`src/rtl/uart_tx_mmio.sv`:
```
// ---------------------------------------------------------------------------
// uart_tx_mmio
//   Transmit half of the SoC UART. The block is a memory-mapped responder. It
//   queues bytes in a TX FIFO and sends them out 8N1, LSB first, at a
//   programmable baud divisor. Software polls a status register to track the
//   FIFO and the serializer.
//
// Ports
//   clk         system clock
//   rst_n       asynchronous reset, active-low
//   mmio_valid  single-cycle request strobe
//   mmio_we     1 = write, 0 = read (qualified by mmio_valid)
//   mmio_addr   byte offset within the peripheral window
//   mmio_wdata  write data
//   mmio_wstrb  byte enables
//   mmio_ready  always 1 out of reset
//   mmio_rdata  registered read data, valid the cycle after a read
//   uart_tx     serial output, idle high, driven from a flop
//   tx_irq      level interrupt: IRQ_EN & tx_empty & ~tx_busy
//
// Register map (addr[1:0] ignored, addr[ADDR_W-1:4] must be zero)
//   0x0 TXDATA   W   wstrb[0] pushes wdata[7:0]
//   0x4 STATUS   R   {count[15:8], OVF[3], busy[2], empty[1], full[0]}; OVF W1C
//   0x8 BAUDDIV  RW  bits[15:0]
//   0xC CTRL     RW  TX_EN[0], IRQ_EN[1], FLUSH[2] (write-1, reads 0)
// ---------------------------------------------------------------------------
module uart_tx_mmio #(
    parameter int          ADDR_W     = 12,
    parameter int          FIFO_DEPTH = 8,
    parameter logic [15:0] DIV_RESET  = 16'd868
) (
    input  logic              clk,
    input  logic              rst_n,
    input  logic              mmio_valid,
    input  logic              mmio_we,
    input  logic [ADDR_W-1:0] mmio_addr,
    input  logic [31:0]       mmio_wdata,
    input  logic [3:0]        mmio_wstrb,
    output logic              mmio_ready,
    output logic [31:0]       mmio_rdata,
    output logic              uart_tx,
    output logic              tx_irq
);

    localparam int PTR_W = $clog2(FIFO_DEPTH) + 1;
    localparam int IDX_W = PTR_W - 1;

    localparam logic [1:0] REG_TXDATA = 2'd0;
    localparam logic [1:0] REG_STATUS = 2'd1;
    localparam logic [1:0] REG_BAUD   = 2'd2;
    localparam logic [1:0] REG_CTRL   = 2'd3;

    localparam logic [1:0] ST_IDLE  = 2'd0;
    localparam logic [1:0] ST_START = 2'd1;
    localparam logic [1:0] ST_DATA  = 2'd2;
    localparam logic [1:0] ST_STOP  = 2'd3;

    // ---------------------------------------------------------------- state
    logic [PTR_W-1:0] wr_ptr_q, wr_ptr_d, rd_ptr_q, rd_ptr_d;
    logic [7:0]       fifo_mem [FIFO_DEPTH];
    logic [15:0]      baud_q, baud_d;
    logic             tx_en_q, tx_en_d, irq_en_q, irq_en_d, ovf_q, ovf_d;
    logic [31:0]      rdata_q, rdata_d;
    logic [1:0]       state_q, state_d;
    logic [2:0]       bit_idx_q, bit_idx_d;
    logic [7:0]       shift_q, shift_d;
    logic [15:0]      cnt_q, cnt_d, bit_div_q, bit_div_d;
    logic             tx_q, tx_d;

    // --------------------------------------------------------------- decode
    logic       hit, wr_en, rd_en;
    logic [1:0] reg_sel;

    assign hit     = (mmio_addr[ADDR_W-1:4] == '0);
    assign reg_sel = mmio_addr[3:2];
    assign wr_en   = mmio_valid & mmio_we & hit;
    assign rd_en   = mmio_valid & ~mmio_we;

    logic unused_bits;
    assign unused_bits = ^{mmio_wdata[31:16], mmio_wstrb[3:2], mmio_addr[1:0]};

    // ----------------------------------------------------------------- FIFO
    logic             fifo_empty, fifo_full, tx_busy, tick;
    logic             push_req, push, pop, flush, ovf_clr;
    logic [PTR_W-1:0] count;
    logic [7:0]       fifo_rd_data;
    logic [15:0]      div_eff;

    assign fifo_empty   = (wr_ptr_q == rd_ptr_q);
    assign fifo_full    = (wr_ptr_q[PTR_W-1] != rd_ptr_q[PTR_W-1]) &&
                          (wr_ptr_q[IDX_W-1:0] == rd_ptr_q[IDX_W-1:0]);
    assign count        = wr_ptr_q - rd_ptr_q;
    assign fifo_rd_data = fifo_mem[rd_ptr_q[IDX_W-1:0]];
    assign tx_busy      = (state_q != ST_IDLE);

    assign push_req = wr_en & (reg_sel == REG_TXDATA) & mmio_wstrb[0];
    assign flush    = wr_en & (reg_sel == REG_CTRL) & mmio_wstrb[0] & mmio_wdata[2];
    assign ovf_clr  = wr_en & (reg_sel == REG_STATUS) & mmio_wstrb[0] & mmio_wdata[3];

    // The serializer pops from IDLE, or straight out of the last STOP cycle so
    // consecutive frames have no idle gap.
    assign pop  = tx_en_q & ~fifo_empty &
                  ((state_q == ST_IDLE) | ((state_q == ST_STOP) & tick));
    // A same-cycle pop frees a slot, so a push into a full FIFO still lands.
    assign push = push_req & ~flush & (~fifo_full | pop);

    assign wr_ptr_d = wr_ptr_q + {{(PTR_W-1){1'b0}}, push};
    assign rd_ptr_d = flush ? wr_ptr_q : rd_ptr_q + {{(PTR_W-1){1'b0}}, pop};

    // NOTE: FIFO storage has no reset; the pointers alone define which
    // entries are valid, so clearing the array would only cost flops.
    always_ff @(posedge clk) begin
        if (push) begin
            fifo_mem[wr_ptr_q[IDX_W-1:0]] <= mmio_wdata[7:0];
        end
    end

    // ------------------------------------------------------------ registers
    logic [31:0] rd_val;

    // NOTE: every signal assigned in a combinational block gets a default
    // first, so no path leaves it unassigned and no latch is inferred.
    always_comb begin
        baud_d   = baud_q;
        tx_en_d  = tx_en_q;
        irq_en_d = irq_en_q;
        if (wr_en && reg_sel == REG_BAUD) begin
            if (mmio_wstrb[0]) baud_d[7:0]  = mmio_wdata[7:0];
            if (mmio_wstrb[1]) baud_d[15:8] = mmio_wdata[15:8];
        end
        if (wr_en && reg_sel == REG_CTRL && mmio_wstrb[0]) begin
            tx_en_d  = mmio_wdata[0];
            irq_en_d = mmio_wdata[1];
        end
        // Overflow set has priority over a same-cycle clear.
        ovf_d = ovf_q;
        if (ovf_clr) ovf_d = 1'b0;
        if (push_req && !flush && fifo_full && !pop) ovf_d = 1'b1;

        rd_val = '0;
        if (hit) begin
            case (reg_sel)
                REG_STATUS: rd_val = {16'd0, 8'(count), 4'd0, ovf_q, tx_busy,
                                      fifo_empty, fifo_full};
                REG_BAUD:   rd_val = {16'd0, baud_q};
                REG_CTRL:   rd_val = {30'd0, irq_en_q, tx_en_q};
                default:    rd_val = '0;
            endcase
        end
        rdata_d = rd_en ? rd_val : rdata_q;
    end

    // ----------------------------------------------------------- serializer
    assign div_eff = (baud_q == 16'd0) ? 16'd1 : baud_q;
    // bit_div_q is sampled at each bit boundary, so a BAUDDIV write never
    // stretches or truncates the bit currently on the wire.
    assign tick    = tx_busy && (cnt_q == bit_div_q - 16'd1);

    always_comb begin
        state_d   = state_q;
        bit_idx_d = bit_idx_q;
        shift_d   = shift_q;
        tx_d      = tx_q;
        cnt_d     = (state_q == ST_IDLE || tick) ? 16'd0 : cnt_q + 16'd1;
        bit_div_d = (pop || tick) ? div_eff : bit_div_q;
        case (state_q)
            ST_IDLE: begin
                tx_d = 1'b1;
                if (pop) begin
                    shift_d = fifo_rd_data;
                    state_d = ST_START;
                    tx_d    = 1'b0;
                end
            end
            ST_START: begin
                if (tick) begin
                    state_d   = ST_DATA;
                    bit_idx_d = 3'd0;
                    tx_d      = shift_q[0];
                end
            end
            ST_DATA: begin
                if (tick) begin
                    if (bit_idx_q == 3'd7) begin
                        state_d = ST_STOP;
                        tx_d    = 1'b1;
                    end else begin
                        shift_d   = shift_q >> 1;
                        bit_idx_d = bit_idx_q + 3'd1;
                        tx_d      = shift_q[1];
                    end
                end
            end
            default: begin
                if (tick) begin
                    if (pop) begin
                        shift_d = fifo_rd_data;
                        state_d = ST_START;
                        tx_d    = 1'b0;
                    end else begin
                        state_d = ST_IDLE;
                        tx_d    = 1'b1;
                    end
                end
            end
        endcase
    end

    // NOTE: sequential state uses non-blocking assignments so every flop
    // samples the pre-edge values regardless of statement order.
    always_ff @(posedge clk or negedge rst_n) begin
        if (!rst_n) begin
            wr_ptr_q  <= '0;
            rd_ptr_q  <= '0;
            baud_q    <= DIV_RESET;
            tx_en_q   <= 1'b0;
            irq_en_q  <= 1'b0;
            ovf_q     <= 1'b0;
            rdata_q   <= '0;
            state_q   <= ST_IDLE;
            bit_idx_q <= '0;
            shift_q   <= '0;
            cnt_q     <= '0;
            bit_div_q <= 16'd1;
            tx_q      <= 1'b1;
        end else begin
            wr_ptr_q  <= wr_ptr_d;
            rd_ptr_q  <= rd_ptr_d;
            baud_q    <= baud_d;
            tx_en_q   <= tx_en_d;
            irq_en_q  <= irq_en_d;
            ovf_q     <= ovf_d;
            rdata_q   <= rdata_d;
            state_q   <= state_d;
            bit_idx_q <= bit_idx_d;
            shift_q   <= shift_d;
            cnt_q     <= cnt_d;
            bit_div_q <= bit_div_d;
            tx_q      <= tx_d;
        end
    end

    // -------------------------------------------------------------- outputs
    assign mmio_ready = 1'b1;
    assign mmio_rdata = rdata_q;
    assign uart_tx    = tx_q;
    assign tx_irq     = irq_en_q & fifo_empty & ~tx_busy;

endmodule
```
`config.mk`:
```
export PLATFORM = sky130hd
export DESIGN_NAME = uart_tx_mmio
export DESIGN_NICKNAME = d
export VERILOG_FILES = /design/src/rtl/uart_tx_mmio.sv
export SDC_FILE = /design/constraint.sdc
export NUM_CORES = 1
export LEC_CHECK = 0
export CAP_MARGIN = 20
export CORE_ASPECT_RATIO = 1.4
export CORE_MARGIN = 5
export CORE_UTILIZATION = 35
export DETAILED_ROUTE_END_ITERATION = 10
export HOLD_SLACK_MARGIN = 0.1
export PLACE_DENSITY_LB_ADDON = 0.1
export SETUP_SLACK_MARGIN = 0.1
export SYNTH_ARGS = -nofsm -noshare
export SYNTH_HDL_FRONTEND = slang
export SYNTH_SLANG_ARGS = --single-unit
export TNS_END_PERCENT = 50
```
`constraint.sdc`:
```
create_clock -name clk -period 7.29 [get_ports clk]
set_input_delay 2.187 -clock clk [delete_from_list [all_inputs] [get_ports clk]]
set_output_delay 2.187 -clock clk [all_outputs]
set_load 0.02 [all_outputs]
```
### Word level (Yosys, flattened, before mapping)

Memories as Yosys holds them, arrays and structs flattened.
Cells that the tools add are included.

* output and inout bits: 35
* input port bits: 52
* flip-flop bits (word level): 105
* memories: 1
* logic and storage cells: 120
* RAM bits: 64

* multiplexer cells: 31
* eq/ne operators: 16
* bitwise operators: 26
* add/sub/neg operators: 6
* reduce and logical (&&, ||, !) cells: 26

Memory list
* fifo_mem: depth 8, width 8, rd ports 1, clocked after memory_dff 0, write ports 1, RTL line 60 `logic [7:0] fifo_mem [FIFO_DEPTH];`

Operators with widths (count)
* 16-bit two-way mux: 3
* 16-bit case mux with 3 select lines: 1
* 8-bit two-way mux: 4
* 8-bit case mux with 3 select lines: 1
* 1-bit bitwise AND: 18
* 16-bit by 1-bit adder with 16-bit output, second input constant: 1
* 16-bit equality test: 1
* 16-bit zero test: 1
* 16-bit by 1-bit subtractor with 16-bit output, second input constant: 1
* 1-bit two-way mux: 10
* 2-bit two-way mux: 5
* 2-bit inequality test, second input constant: 5
* 3-bit two-way mux: 3
* 4-bit by 1-bit adder with 4-bit output: 2
* 2-bit equality test, second input constant: 4
* 1-bit logical AND: 8
* 8-bit zero test: 1
* 4-bit AND reduction: 2
* 2-bit nonzero test: 4
* 1-bit NOT: 6
* 2-bit case mux with 3 select lines: 1
* 3-bit case mux with 2 select lines: 1
* 5-bit AND reduction: 1
* 2-bit by 1-bit equality test with 1-bit output, second input constant: 2
* other kinds (14): 19

### Depth between registers and ports, before layout

* word-level depth: 10
* mapped depth: 12
* depth with buffers taken out: 12

### Worst setup path after synthesis

Ideal clock, no wire load.

* path type: input-to-reg
* start point: input port mmio_addr[9]
* end point: memory fifo_mem[1][0] (enable)
* setup time: 0.395 ns
* arrival: 4.326 ns
* path buffers: 1
* required time: 6.895 ns
* path slack: 2.569 ns
* stages: 6
* cell sequence: or4_1 nor2_1 nand4_1 or3_1 buf_1 nor4_1

* cells in the longest elaborated chain, start to end: 10
* elaborated cells on any way between the ends: 12
* classes of those cells: mux (2); bitwise (9); reduce/logical (1)

Ends and longest elaborated chain
* start: declaration: RTL line 36 `input logic [ADDR_W-1:0] mmio_addr,`
* 8-bit zero test (*): RTL line 74 `assign hit = (mmio_addr[ADDR_W-1:4] == '0);`
* 1-bit bitwise AND (*): RTL line 76 `assign wr_en = mmio_valid & mmio_we & hit;`
* 1-bit bitwise AND (3 in series): RTL line 97 `assign flush = wr_en & (reg_sel == REG_CTRL) & mmio_wstrb[0] & mmio_wdata[2];`
* 1-bit NOT: RTL line 105 `assign push = push_req & ~flush & (~fifo_full | pop);`
* 1-bit bitwise AND (*) (2 in series): RTL line 105
* 1-bit two-way mux (*): RTL line 113 `if (push) begin`
* 1-bit two-way mux (implied by the code) (*): RTL line 114 `fifo_mem[wr_ptr_q[IDX_W-1:0]] <= mmio_wdata[7:0];`
* end: declaration: RTL line 60

Every way passes the cells marked *; elsewhere a longest branch is shown, timed or not.

### Worst setup path in the final report

* start point: register rd_ptr_q[2]
* end point: output port tx_irq

* cells in the longest elaborated chain, start to end: 3

Ends and longest elaborated chain
* start: declaration: RTL line 59 `logic [PTR_W-1:0] wr_ptr_q, wr_ptr_d, rd_ptr_q, rd_ptr_d;`
* start signal: assignment: RTL line 228 `rd_ptr_q <= rd_ptr_d;`
* 4-bit equality test: RTL line 89 `assign fifo_empty = (wr_ptr_q == rd_ptr_q);`
* 1-bit bitwise AND (2 in series): RTL line 247 `assign tx_irq = irq_en_q & fifo_empty & ~tx_busy;`
* end: declaration: RTL line 42 `output logic tx_irq`

Every way passes these cells.

==> impl_metrics.json <==
{
  "cts_max_level": 4,
  "p_leak_nw": 3.48,
  "min_path_type": "register to register",
  "synth-async-reset-ratio_pct": 58.2,
  "rsz0062_at_grt": "false",
  "ctsRootBufferMaster": "clkbuf_16",
  "cts_hold_buf": 0,
  "yosysTopAreaCellShare_pct": 27.7,
  "period_share_pct": 68.6,
  "cts.path.max_buffers": 2,
  "num_rows": 63,
  "path_cells": "inv_1, ha_1, nand4_1, nor2_1, clkdlybuf4s50_1",
  "coreArea_um2": 21000,
  "grt_pass1_wl_um": 27300,
  "final_util_pct": 41.4,
  "antenna_cells": 0,
  "area_growth_pct": 17.5,
  "first_global_vias": 4918,
  "synth_edf_count": 64,
  "drive_above_1_share_pct": 20.4,
  "viasPerCell": 5.06,
  "grt_max_degree": 59,
  "slowest_stage": "dfrtp_1",
  "fin_area_um2": 8710,
  "crit_fanout": 16,
  "outcome": "finished, final reports clean",
  "setup_viol": 0,
  "numCtsBuffers": 17,
  "critPathLaunchType": "register",
  "yosys.cell_types.count": 69,
  "die-height_um": 182,
  "synth_flop_cell": "dfrtp_1",
  "cts_tree": "done",
  "synth_area_um2": 7420,
  "gp_congestion": 0.816,
  "ys.warnings.count": 0,
  "synth_seq_cells": 153,
  "crit_arrival_ns": 2.82,
  "worst_slew_pin_slew_ns": 1.06,
  "dp_hpwl_um": 12700,
  "synth_top_area_cell": "dfrtp_1",
  "clk_pin_slew_ns": 0.07,
  "clk_latency_ns": 0.42,
  "max-slew-margin-rel_pct": 29.3,
  "wire_per_inst_um": 18.9,
  "slew_violations": 0,
  "wl_um": 17100,
  "fin_skew_ns": 0.00946,
  "cp-end-kind": "output port",
  "drtPass1Iterations": 4,
  "routed-via-count": 4569,
  "synthCells": 575,
  "drtIter0Drc": 221,
  "crit_type": "register to output port",
  "track_usage_pct": 14.5,
  "min_period_ns": 5.00,
  "die_x_um": 133,
  "r2r_setup_slack_ns": 3.05,
  "slowest_delay_ns": 0.84,
  "fin_tns_setup_ns": 0,
  "initial_core_util_pct": 35.2,
  "dieArea_um2": 24200,
  "ir_drop_uv": 155,
  "drtAntennaViolNets": 0,
  "ios": 87,
  "portBuffers": 49,
  "hold_viol": 0,
  "cpLargestDelayFamily": "buffers and inverters",
  "cts_setup_buffers": 0,
  "yosys.cell_count.top_type": "dfrtp_1",
  "nets": 698,
  "cp_num_buf_inv": 2,
  "drv_cap": 0,
  "grt.overflow.total": 0,
  "synth_common_cells": "dfrtp_1, edfxtp_1, mux2_2, nand2_1, nor2_1",
  "seq_area_frac_synth_pct": 56.1,
  "cts.sinks": 153,
  "timing.fmax_ghz": 0.200,
  "drcViolationCount": 0,
  "whs_ns": 0.511,
  "cts_resized": 0,
  "place_area_um2": 8150,
  "synth_area_leaders": "dfrtp_1, edfxtp_1, mux2_2",
  "p_per_area_nw_per_um2": 205,
  "required_ns": 5.10,
  "antenna_found_initial": 0,
  "synth.avg_cell_area_um2": 12.9
}
## placed cells by master (no fill, tap or decap), drive strengths merged, types with 9 or more instances in the layout
| master | synthesis | final |
|---|---|---|
| a21oi | 9 | 9 |
| a22o | 11 | 11 |
| buf | 21 | 12 |
| clkbuf | 18 | 17 |
| clkdlybuf4s50 | 0 | 48 |
| conb | 2 | 17 |
| dfrtp | 82 | 82 |
| edfxtp | 64 | 64 |
| ha | 15 | 15 |
| inv | 16 | 22 |
| mux2 | 47 | 47 |
| mux2i | 10 | 10 |
| mux4 | 16 | 16 |
| nand2 | 35 | 35 |
| nand3 | 11 | 11 |
| nor2 | 34 | 34 |
| nor3 | 9 | 9 |
| nor4 | 11 | 11 |
| o21ai | 31 | 31 |
| xnor2 | 20 | 20 |
| xor2 | 20 | 20 |
## cell type report
cell class                 count  area, um^2
multi-input combinational    382        3040
inverter                      16        60.1
sequential                   153        4160
timing repair buffer          60         571
clock inverter                15         135
tap                          260         325
fill                        1953       12300
clock buffer                  17         425
## worst register-to-register path: cells and delay by family, from the launching register on
| kind | cells | cell delay, ns |
|---|---|---|
| buffers and inverters | 2 | 0.40 |
| adders and majority gates | 1 | 0.20 |
| DFF | 1 | 0.41 |
| and+or+nand+nor | 4 | 2.01 |
| AOI/OAI and AO/OA | 3 | 0.94 |
## layer usage
metal	wire (um)	GRT usage (%)
met1	6800	16.4
met2	9910	28.0
met3	204	2.56
met4	150	3.74
met5	0	0
## report_power, final
group | internal [mW] | total, mW | switching (mW)
Sequential | 0.899 | 0.900 | 0.000721
Clock | 0.448 | 0.837 | 0.389
Combinational | 0.0168 | 0.0472 | 0.0304
## stage by stage
| step | cells | power (mW) | setup WS, ns |
|---|---|---|---|
| 2_1_floorplan | 590 | 0.937 | 2.57 |
| 3_3_place_gp | 870 | 0.964 | 2.02 |
| 3_5_place_dp | 870 | 0.965 | 2.04 |
| 4_1_cts | 902 | 1.81 | 2.19 |
| 5_1_grt | 903 | 1.85 | 2.08 |
| 6_report | 903 | 1.78 | 2.29 |
## worst paths after layout
check                             startpoint        endpoint  depth (start not counted)
worst max register to register  bit_div_q[0]  fifo_mem[5][3]                         10
worst min-delay path              shift_q[0]      shift_q[0]                          1
max in group asynchronous              rst_n   mmio_rdata[0]                          2
worst max-delay path             rd_ptr_q[2]          tx_irq                          5
worst min register to register    shift_q[0]      shift_q[0]                          1
min in group asynchronous              rst_n       cnt_q[11]                          1
## sequential cells by signal (all words and copies together), names as in the netlist
name and flops:
fifo_mem 64, bit_div_q 16, baud_q 16, uart_tx 1, cnt_q 16, bit_idx_q 3, mmio_rdata 16, shift_q 8
ovf_q 1, wr_ptr_q 4, rd_ptr_q 4, tx_en_q 1, state_q 2, irq_en_q 1
## cell families (layout without fill, tap and decap cells)
logic type,count (synthesis),in the layout,share of synthesized area [%]
adder cells (fa/ha/maj),16,16,2.80
multiplexers,73,73,13.3
flip-flops,153,153,56.1
buffers and inverters,55,108,3.71
other,2,17,0.101
AND/OR/NAND/NOR,156,156,11.6
AO/OA/AOI/OAI,80,80,7.63
XOR/XNOR,40,40,4.72
No activity file was read; power rests on OpenSTA's default activity.
